### config.mk
export PLATFORM = sky130hd
export DESIGN_NAME = noaa_run_controller
export DESIGN_NICKNAME = d
export VERILOG_FILES = /design/src/rtl/noaa_run_controller.sv
export SDC_FILE = /design/constraint.sdc
export NUM_CORES = 1
export LEC_CHECK = 0
export BUFFER_PORTS_ARGS = -buffer_cell sky130_fd_sc_hd__clkbuf_2
export CELL_PAD_IN_SITES_DETAIL_PLACEMENT = 1
export CELL_PAD_IN_SITES_GLOBAL_PLACEMENT = 2
export CORE_UTILIZATION = 30
export CTS_BUF_LIST = sky130_fd_sc_hd__clkbuf_16
export CTS_CLUSTER_DIAMETER = 30
export CTS_CLUSTER_SIZE = 12
export DETAILED_ROUTE_END_ITERATION = 10
export HOLD_SLACK_MARGIN = 0.12
export PLACE_DENSITY = 0.83
export SLEW_MARGIN = 5
export SYNTH_ARGS = -nofsm -noshare
export SYNTH_HDL_FRONTEND = slang
export SYNTH_SLANG_ARGS = --single-unit
### constraint.sdc
create_clock -name CLK -period 2 [get_ports CLK]
set_input_delay 0 -clock CLK [delete_from_list [all_inputs] [get_ports CLK]]
set_output_delay 0 -clock CLK [all_outputs]
set_load 0.03 [all_outputs]
### src/rtl/noaa_run_controller.sv
// -----------------------------------------------------------------------------
// noaa_run_controller
//
// Sequencer for the NOAA temperature-statistics datapath. Each run clears the
// sample register file, collects NUM_SAMPLES samples, issues one average
// divide and then up to SD_ITERS sigma refinement divides. Each refinement
// result is fed back as the new sigma estimate. The run ends with a one-cycle
// done pulse. A watchdog on every divide ends the run with a sticky error if
// the divider never answers.
//
// Ports
//   CLK            in   clock, rising edge
//   RESET          in   synchronous, active-high reset
//   i_start        in   request a run (sampled only in IDLE)
//   i_tn_valid     in   sensor sample present this cycle
//   i_div_done     in   divider result valid (single-cycle pulse)
//   i_div_result   in   12-bit quotient, meaningful with i_div_done
//   o_clr          out  clear register file (sum and count)
//   o_sample       out  register file captures TN this cycle
//   o_mode         out  0 = average divide, 1 = standard-deviation divide
//   o_div_start    out  one-cycle divider launch
//   o_sigma_load   out  load i_div_result into sigma_hat
//   o_avg          out  last average (registered)
//   o_sd           out  last standard deviation / sigma estimate (registered)
//   o_busy         out  high in every state except IDLE
//   o_done         out  one-cycle pulse when a run ends
//   o_err          out  sticky divider-timeout flag
// -----------------------------------------------------------------------------
module noaa_run_controller #(
   parameter int unsigned NUM_SAMPLES = 8,   // 1..15
   parameter int unsigned SD_ITERS    = 4,   // 1..15
   parameter int unsigned DIV_TIMEOUT = 64   // 2..255
) (
   input  logic        CLK,
   input  logic        RESET,
   input  logic        i_start,
   input  logic        i_tn_valid,
   input  logic        i_div_done,
   input  logic [11:0] i_div_result,
   output logic        o_clr,
   output logic        o_sample,
   output logic        o_mode,
   output logic        o_div_start,
   output logic        o_sigma_load,
   output logic [11:0] o_avg,
   output logic [11:0] o_sd,
   output logic        o_busy,
   output logic        o_done,
   output logic        o_err
);

   localparam logic [3:0]  C_NUM_SAMPLES = 4'(NUM_SAMPLES);
   localparam logic [3:0]  C_SD_ITERS    = 4'(SD_ITERS);
   // Last watchdog value before expiry: the wait state spends exactly
   // DIV_TIMEOUT cycles before giving up.
   localparam logic [7:0]  C_WD_LAST     = 8'(DIV_TIMEOUT - 1);
   // Matches the datapath sigma_hat reset value (32 degF).
   localparam logic [11:0] C_SD_INIT     = 12'h400;

   typedef enum logic [2:0] {
      S_IDLE,
      S_CLEAR,
      S_COLLECT,
      S_AVG_ISSUE,
      S_AVG_WAIT,
      S_SD_ISSUE,
      S_SD_WAIT,
      S_FINISH
   } state_t;

   state_t      r_state;
   state_t      w_next_state;

   logic [3:0]  r_count;
   logic [3:0]  r_iter;
   logic [7:0]  r_wd;
   logic [11:0] r_avg;
   logic [11:0] r_sd;
   logic        r_err;

   logic [3:0]  w_count_inc;
   logic [3:0]  w_iter_inc;
   logic        w_wd_expire;
   logic        w_converged;

   assign w_count_inc = r_count + 4'd1;
   assign w_iter_inc  = r_iter + 4'd1;
   assign w_wd_expire = (r_wd == C_WD_LAST);
   // Compared against the pre-update sigma, so a repeated result ends the run.
   assign w_converged = (i_div_result == r_sd);

   // ---------------------------------------------------------------------------
   // State register
   // ---------------------------------------------------------------------------
   // NOTE: sequential state uses non-blocking (<=) so every flop samples the
   // pre-edge values of its neighbours regardless of statement order.
   always_ff @(posedge CLK) begin
      if (RESET) begin
         r_state <= S_IDLE;
      end else begin
         r_state <= w_next_state;
      end
   end

   // ---------------------------------------------------------------------------
   // Next-state and strobe decode
   // ---------------------------------------------------------------------------
   always_comb begin
      // NOTE: every output of this block gets a default first so no path
      // through the case statement leaves one unassigned (no latches).
      w_next_state = r_state;
      o_clr        = 1'b0;
      o_sample     = 1'b0;
      o_mode       = 1'b0;
      o_div_start  = 1'b0;
      o_sigma_load = 1'b0;
      o_done       = 1'b0;
      o_busy       = (r_state != S_IDLE);

      case (r_state)
         S_IDLE: begin
            if (i_start) begin
               w_next_state = S_CLEAR;
            end
         end

         S_CLEAR: begin
            o_clr        = 1'b1;
            w_next_state = S_COLLECT;
         end

         S_COLLECT: begin
            o_sample = i_tn_valid;
            if (i_tn_valid && (w_count_inc == C_NUM_SAMPLES)) begin
               w_next_state = S_AVG_ISSUE;
            end
         end

         S_AVG_ISSUE: begin
            o_div_start  = 1'b1;
            w_next_state = S_AVG_WAIT;
         end

         S_AVG_WAIT: begin
            // A result arriving in the expiry cycle wins over the timeout.
            if (i_div_done) begin
               w_next_state = S_SD_ISSUE;
            end else if (w_wd_expire) begin
               w_next_state = S_FINISH;
            end
         end

         S_SD_ISSUE: begin
            o_mode       = 1'b1;
            o_div_start  = 1'b1;
            w_next_state = S_SD_WAIT;
         end

         S_SD_WAIT: begin
            o_mode = 1'b1;
            if (i_div_done) begin
               o_sigma_load = 1'b1;
               if (w_converged || (w_iter_inc == C_SD_ITERS)) begin
                  w_next_state = S_FINISH;
               end else begin
                  w_next_state = S_SD_ISSUE;
               end
            end else if (w_wd_expire) begin
               w_next_state = S_FINISH;
            end
         end

         S_FINISH: begin
            o_done       = 1'b1;
            w_next_state = S_IDLE;
         end

         default: begin
            w_next_state = S_IDLE;
         end
      endcase
   end

   // ---------------------------------------------------------------------------
   // Counters, results and error flag
   // ---------------------------------------------------------------------------
   always_ff @(posedge CLK) begin
      if (RESET) begin
         r_count <= 4'd0;
         r_iter  <= 4'd0;
         r_wd    <= 8'd0;
         r_avg   <= 12'h000;
         r_sd    <= C_SD_INIT;
         r_err   <= 1'b0;
      end else begin
         case (r_state)
            S_IDLE: begin
               if (i_start) begin
                  r_err <= 1'b0;
               end
            end

            S_CLEAR: begin
               r_count <= 4'd0;
               r_iter  <= 4'd0;
            end

            S_COLLECT: begin
               if (i_tn_valid) begin
                  r_count <= w_count_inc;
               end
            end

            // Every wait state is entered from its issue state, so zeroing the
            // watchdog here is the same as zeroing it on entry to the wait.
            S_AVG_ISSUE, S_SD_ISSUE: begin
               r_wd <= 8'd0;
            end

            S_AVG_WAIT: begin
               if (i_div_done) begin
                  r_avg <= i_div_result;
               end else if (w_wd_expire) begin
                  r_err <= 1'b1;
               end else begin
                  r_wd <= r_wd + 8'd1;
               end
            end

            S_SD_WAIT: begin
               if (i_div_done) begin
                  r_sd   <= i_div_result;
                  r_iter <= w_iter_inc;
               end else if (w_wd_expire) begin
                  r_err <= 1'b1;
               end else begin
                  r_wd <= r_wd + 8'd1;
               end
            end

            default: begin
            end
         endcase
      end
   end

   assign o_avg = r_avg;
   assign o_sd  = r_sd;
   assign o_err = r_err;

endmodule

; ---- Yosys cells after proc, flatten, opt, wreduce, memory -nomap -nowiden
; Cells that the tools add are included.
[word_totals]
register_bits = 44
[classes]
add_sub_neg = 3
n_eq_ne = 18
reduce_logical = 18
n_mux = 25
[op_table]
columns = operator, n
row1 = $pmux W3 S8, 1
row2 = $mux W8, 2
row3 = $pmux W4 S2, 2
row4 = $pmux W8 S2, 1
row5 = $mux W3, 5
row6 = $eq A12 B12 Y1, 1
row7 = $eq A3 B3 Y1 const B, 4
row8 = $ne A2 B2 Y1 const B, 6
row9 = $mux W1, 10
row10 = $reduce_and A2 Y1, 5
row11 = $add A4 B1 Y4 const B, 2
row12 = $add A8 B1 Y8 const B, 1
row13 = $eq A8 B6 Y1 const B, 1
row14 = $mux W4, 2
row15 = $reduce_bool A2 Y1, 4
row16 = $eq A3 B2 Y1 const B, 2
row17 = $reduce_or A2 Y1, 3
row18 = $eq A4 B3 Y1 const B, 1
row19 = $eq A4 B4 Y1 const B, 1
row20 = $reduce_and A4 Y1, 1
row21 = $eq A3 B1 Y1 const B, 1
row22 = $logic_not A3 Y1, 1
row23 = $reduce_and A3 Y1, 1
row24 = $reduce_bool A3 Y1, 1
row25 = other kinds (5), 5

; ---- Longest topological paths before layout
[depth]
depth_word = 6
depth_mapped = 7
depth_no_buf = 6

; ---- Worst setup path after synthesis
; Ideal clock, no wire load.
[synth_timing]
kind = register to register
startpoint = register r_wd[0]
endpoint = register r_wd[4]
slack_ns = 0.277
setup_time_ns = 0.070
t_arrival_ns = 1.653
stages_incl_launch_ff = 7
n_path_buf = 1
path_cell_list = dfxtp_1 > ha_1 > and4bb_4 > and3_4 > buf_6 > or4_1 > a21oi_1
[synth_between]
elab_chain_cells = 4
word_cells_on_any_way = 7
cone_classes = add/sub: 1 / eq/ne: 2 / mux: 3 / reduce/logical: 1
[synth_rtl]
columns = element, line_no
row1 = "start, declared", 76  ; logic [7:0] r_wd;
row2 = "start signal, assigned", 226  ; r_wd <= r_wd + 8'd1;
row3 = "start signal, assigned", 237  ; r_wd <= r_wd + 8'd1;
row4 = $add A8 B1 Y8, "226, 237"
row5 = $mux W8, "223, 234"
row6 = $mux W8, 221  ; if (i_div_done) begin
row7 = $pmux W8 S2, 196  ; case (r_state)
; Several ways; a longest one is shown, not always the timed one. The select of a mux whose other input is x is not followed.
; A chain may end at the register's enable or synchronous reset.

; ---- Worst setup path after layout
[layout_timing]
startpoint = register r_wd[1]
endpoint = register r_state[0]
[layout_between]
elab_chain_cells = 4
word_cells_on_any_way = 5
cone_classes = eq/ne: 1 / mux: 4
[layout_rtl]
columns = element, line_no
row1 = $eq A8 B6 Y1 *, 88  ; assign w_wd_expire = (r_wd == C_WD_LAST);
row2 = $mux W3 *, n/a
row3 = $mux W3 (on tied branches), n/a
row4 = $pmux W3 S8 *, n/a
row5 = "end signal, assigned", 101  ; r_state <= w_next_state;
row6 = "end, declared", 71  ; state_t r_state;
; Every way passes the cells marked *; elsewhere a longest branch is shown, timed or not.

==> flow_summary.json <==
{
  "status": "complete, no violations",
  "rsz0062_at_grt": "no",
  "final_area_um2": 2700,
  "hp-class": "in2reg",
  "max_slew_margin": 0.556,
  "r2r_cells": 6,
  "fp.dieH_um": 85.1,
  "cp_max_fo": 5,
  "die_w_um": 85.1,
  "row_count": 29,
  "antenna_found_initial": 0,
  "numCtsBuffers": 5,
  "arrival_ps": 2150,
  "drc": 0,
  "placedCellCount": 373,
  "ctsLongestPathBuffers": 2,
  "power_density_nw_per_um2": 787,
  "finalCriticalPeriod_ps": 1920,
  "avgSynthCellArea_um2": 8.09,
  "ys_seq_area_frac": 0.425,
  "finClkSkew_ps": 4.17,
  "power_frac_seq": 0.439,
  "hold_depth": 2,
  "dp_hpwl_um": 4020,
  "holdPathEnd": "r_count[3]$_SDFFE_PP0P_",
  "wl_per_cell_um": 14.6,
  "area.growth.synth_to_final_pct": 30.5,
  "ant_nets": 0,
  "synth_top_area_frac": 0.425,
  "pin_count": 49,
  "path_clk_slew_ps": 60,
  "yosys.cell_types.count": 39,
  "setup_tns_ps": 0,
  "wl_um": 5800,
  "clock-root-buffer": "clkbuf_16",
  "coreArea_um2": 6490,
  "ir_drop_uv": 376,
  "netSwitchingPower_mw": 0.541,
  "gp_congestion": 0.765,
  "postCtsSetupBuffers": 0,
  "grt_overflow_total": 0,
  "ys_seq_elements": 44,
  "cp-end-kind": "flip-flop",
  "fmax_mhz": 520,
  "tightest_slew_ps": 665,
  "die_area_um2": 7240,
  "place_area_um2": 2380,
  "min_from": "RESET",
  "synth_edf_count": 0,
  "drt_iter0_drc": 61,
  "drive_above_1_share": 0.219,
  "regToRegStartpoint": "r_wd[1]$_SDFFE_PP0P_",
  "combPwrFrac": 0.134,
  "final_core_util": 0.416,
  "internal_power_mw": 1.59,
  "leakagePower_nw": 1.10,
  "yosysWarnings": 0,
  "syn_nets": 277,
  "worst-r2r-setup-slack_ps": 80,
  "drv_cap": 0,
  "portBuffers": 48,
  "dr.pass1.iters": 4,
  "slew_violations": 0,
  "final_cells": 396,
  "netlist.top_cell.by_area": "dfxtp_1",
  "grt_start_max_net_pins": 23,
  "clk_latency_ps": 280,
  "dr_total_vias": 1969,
  "cts_num_sinks": 44,
  "required_ps": 2220,
  "grt_pass1_wl_um": 9630,
  "setup-violations-final": 0,
  "cts_tree": "yes",
  "switching_share": 0.254,
  "period_share": 0.961,
  "first_global_vias": 1938,
  "hold_violations": 0,
  "start_kind": "flip-flop",
  "start_util": 0.319,
  "viasPerCell": 4.97,
  "htreeDepth": 2,
  "syn_area_um2": 2070,
  "p_clk_frac": 0.428,
  "ys_async_sr_fraction": 0,
  "synthCells": 256,
  "diodes": 0,
  "critical_path_class": "reg2reg",
  "rr_endpoint": "r_state[0]$_SDFFE_PP0P_",
  "fin_nets": 339,
  "grt_use_total": 0.169,
  "ys.flop_type": "dfxtp_1",
  "synthTopCellsByArea": "dfxtp_1, nand2_1, a21oi_1, xor2_1, nor2_1"
}
-- logic make-up (layout without fill, tap and decap cells) --
| logic type | Yosys count | in the layout | synth area share |
|---|---|---|---|
| simple gates | 113 | 113 | 0.266 |
| compound gates | 56 | 56 | 0.159 |
| flops | 44 | 44 | 0.425 |
| xor+xnor | 20 | 20 | 0.0845 |
| buf+inv | 19 | 82 | 0.0405 |
| fa+ha+maj | 4 | 4 | 0.0242 |
-- how the worst max path moves through the flow --
stage / startpoint / end / slack (ps) / cells after the start
6_report: r_wd[1]$_SDFFE_PP0P_ / r_state[0]$_SDFFE_PP0P_ / 80 / 6
5_1_grt: r_wd[1]$_SDFFE_PP0P_ / r_state[0]$_SDFFE_PP0P_ / 10 / 6
3_5_place_dp: r_state[0]$_SDFFE_PP0P_ / r_wd[4]$_SDFFE_PP0P_ / 270 / 4
3_3_place_gp: r_wd[0]$_SDFFE_PP0P_ / r_wd[6]$_SDFFE_PP0P_ / 320 / 5
2_1_floorplan: r_wd[0]$_SDFFE_PP0P_ / r_wd[4]$_SDFFE_PP0P_ / 280 / 6
4_1_cts: r_wd[0]$_SDFFE_PP0P_ / r_state[0]$_SDFFE_PP0P_ / 30 / 6
-- cell usage after synthesis, types with 4 or more instances --
library cell	n
a21oi_1	38
buf_2	4
clkbuf_1	8
dfxtp_1	44
ha_1	4
inv_1	5
nand2_1	56
nand3_1	9
nand3b_1	5
nor2_1	18
o21ai_0	5
xnor2_1	6
xor2_1	14
-- routing by layer --
metal	wire, um	track usage
met5	0	0
met4	113	0.0678
met3	170	0.0272
met2	2860	0.279
met1	2660	0.219
-- area by class of cell --
class,instances,area [um^2]
fill,797,3790
sequential,44,882
tap,77,96.3
timing repair buffer,68,428
multi-input combinational,193,1110
clock inverter,3,38.8
clock buffer,5,125
inverter,6,22.5
-- power by group through the flow --
stage / registers, mW / logic, mW / clock network, mW
6_report: 0.934 / 0.284 / 0.910
5_1_grt: 0.939 / 0.311 / 0.976
4_1_cts: 0.933 / 0.286 / 0.939
3_5_place_dp: 0.953 / 0.257 / 0
3_3_place_gp: 0.952 / 0.253 / 0
2_1_floorplan: 0.943 / 0.178 / 0
-- state kept, by name, summed over array words and instances (netlist names) --
| register | count |
|---|---|
| o_sd | 12 |
| o_avg | 12 |
| r_wd | 8 |
| r_iter | 4 |
| r_count | 4 |
| r_state | 3 |
| o_err | 1 |
-- critical path, cell delays in order (launching register included) --
cell and delay (ps):
dfxtp_1 360, ha_2 220, and4bb_4 290, and2_4 180
o221ai_1 130, a31oi_1 140, dlygate4sd3_1 550
-- metrics by stage --
step	total power [mW]	setup slack, ps	hold slack (ps)
after floorplan	1.12	277	124
after global placement	1.21	320	272
after detailed placement	1.21	274	280
after CTS	2.16	27.1	165
after global routing	2.23	11.6	180
final	2.13	77.7	155
-- cells in the final DEF, fill, tap and decap left out, drive strengths merged, types with 2 or more instances in the layout --
cell type    count
a2111oi          3
a211oi           3
a21oi           38
and2             4
and3             3
buf              5
clkbuf          53
dfxtp           44
dlygate4sd3     15
ha               4
inv              7
nand2           56
nand3            9
nand3b           5
nand4            2
nor2            18
nor3b            2
nor4             3
o21ai            5
o31ai            3
or3              2
or4              3
xnor2            6
xor2            14
-- what timing repair did --
| action | CTS | global route |
|---|---|---|
| hold endpoints to repair | 26 | 0 |
| hold buffers | 15 | 0 |
| gates resized for setup | 0 | 3 |
| setup endpoints to repair | 0 | 1 |
(Power assumes the default switching activity.)
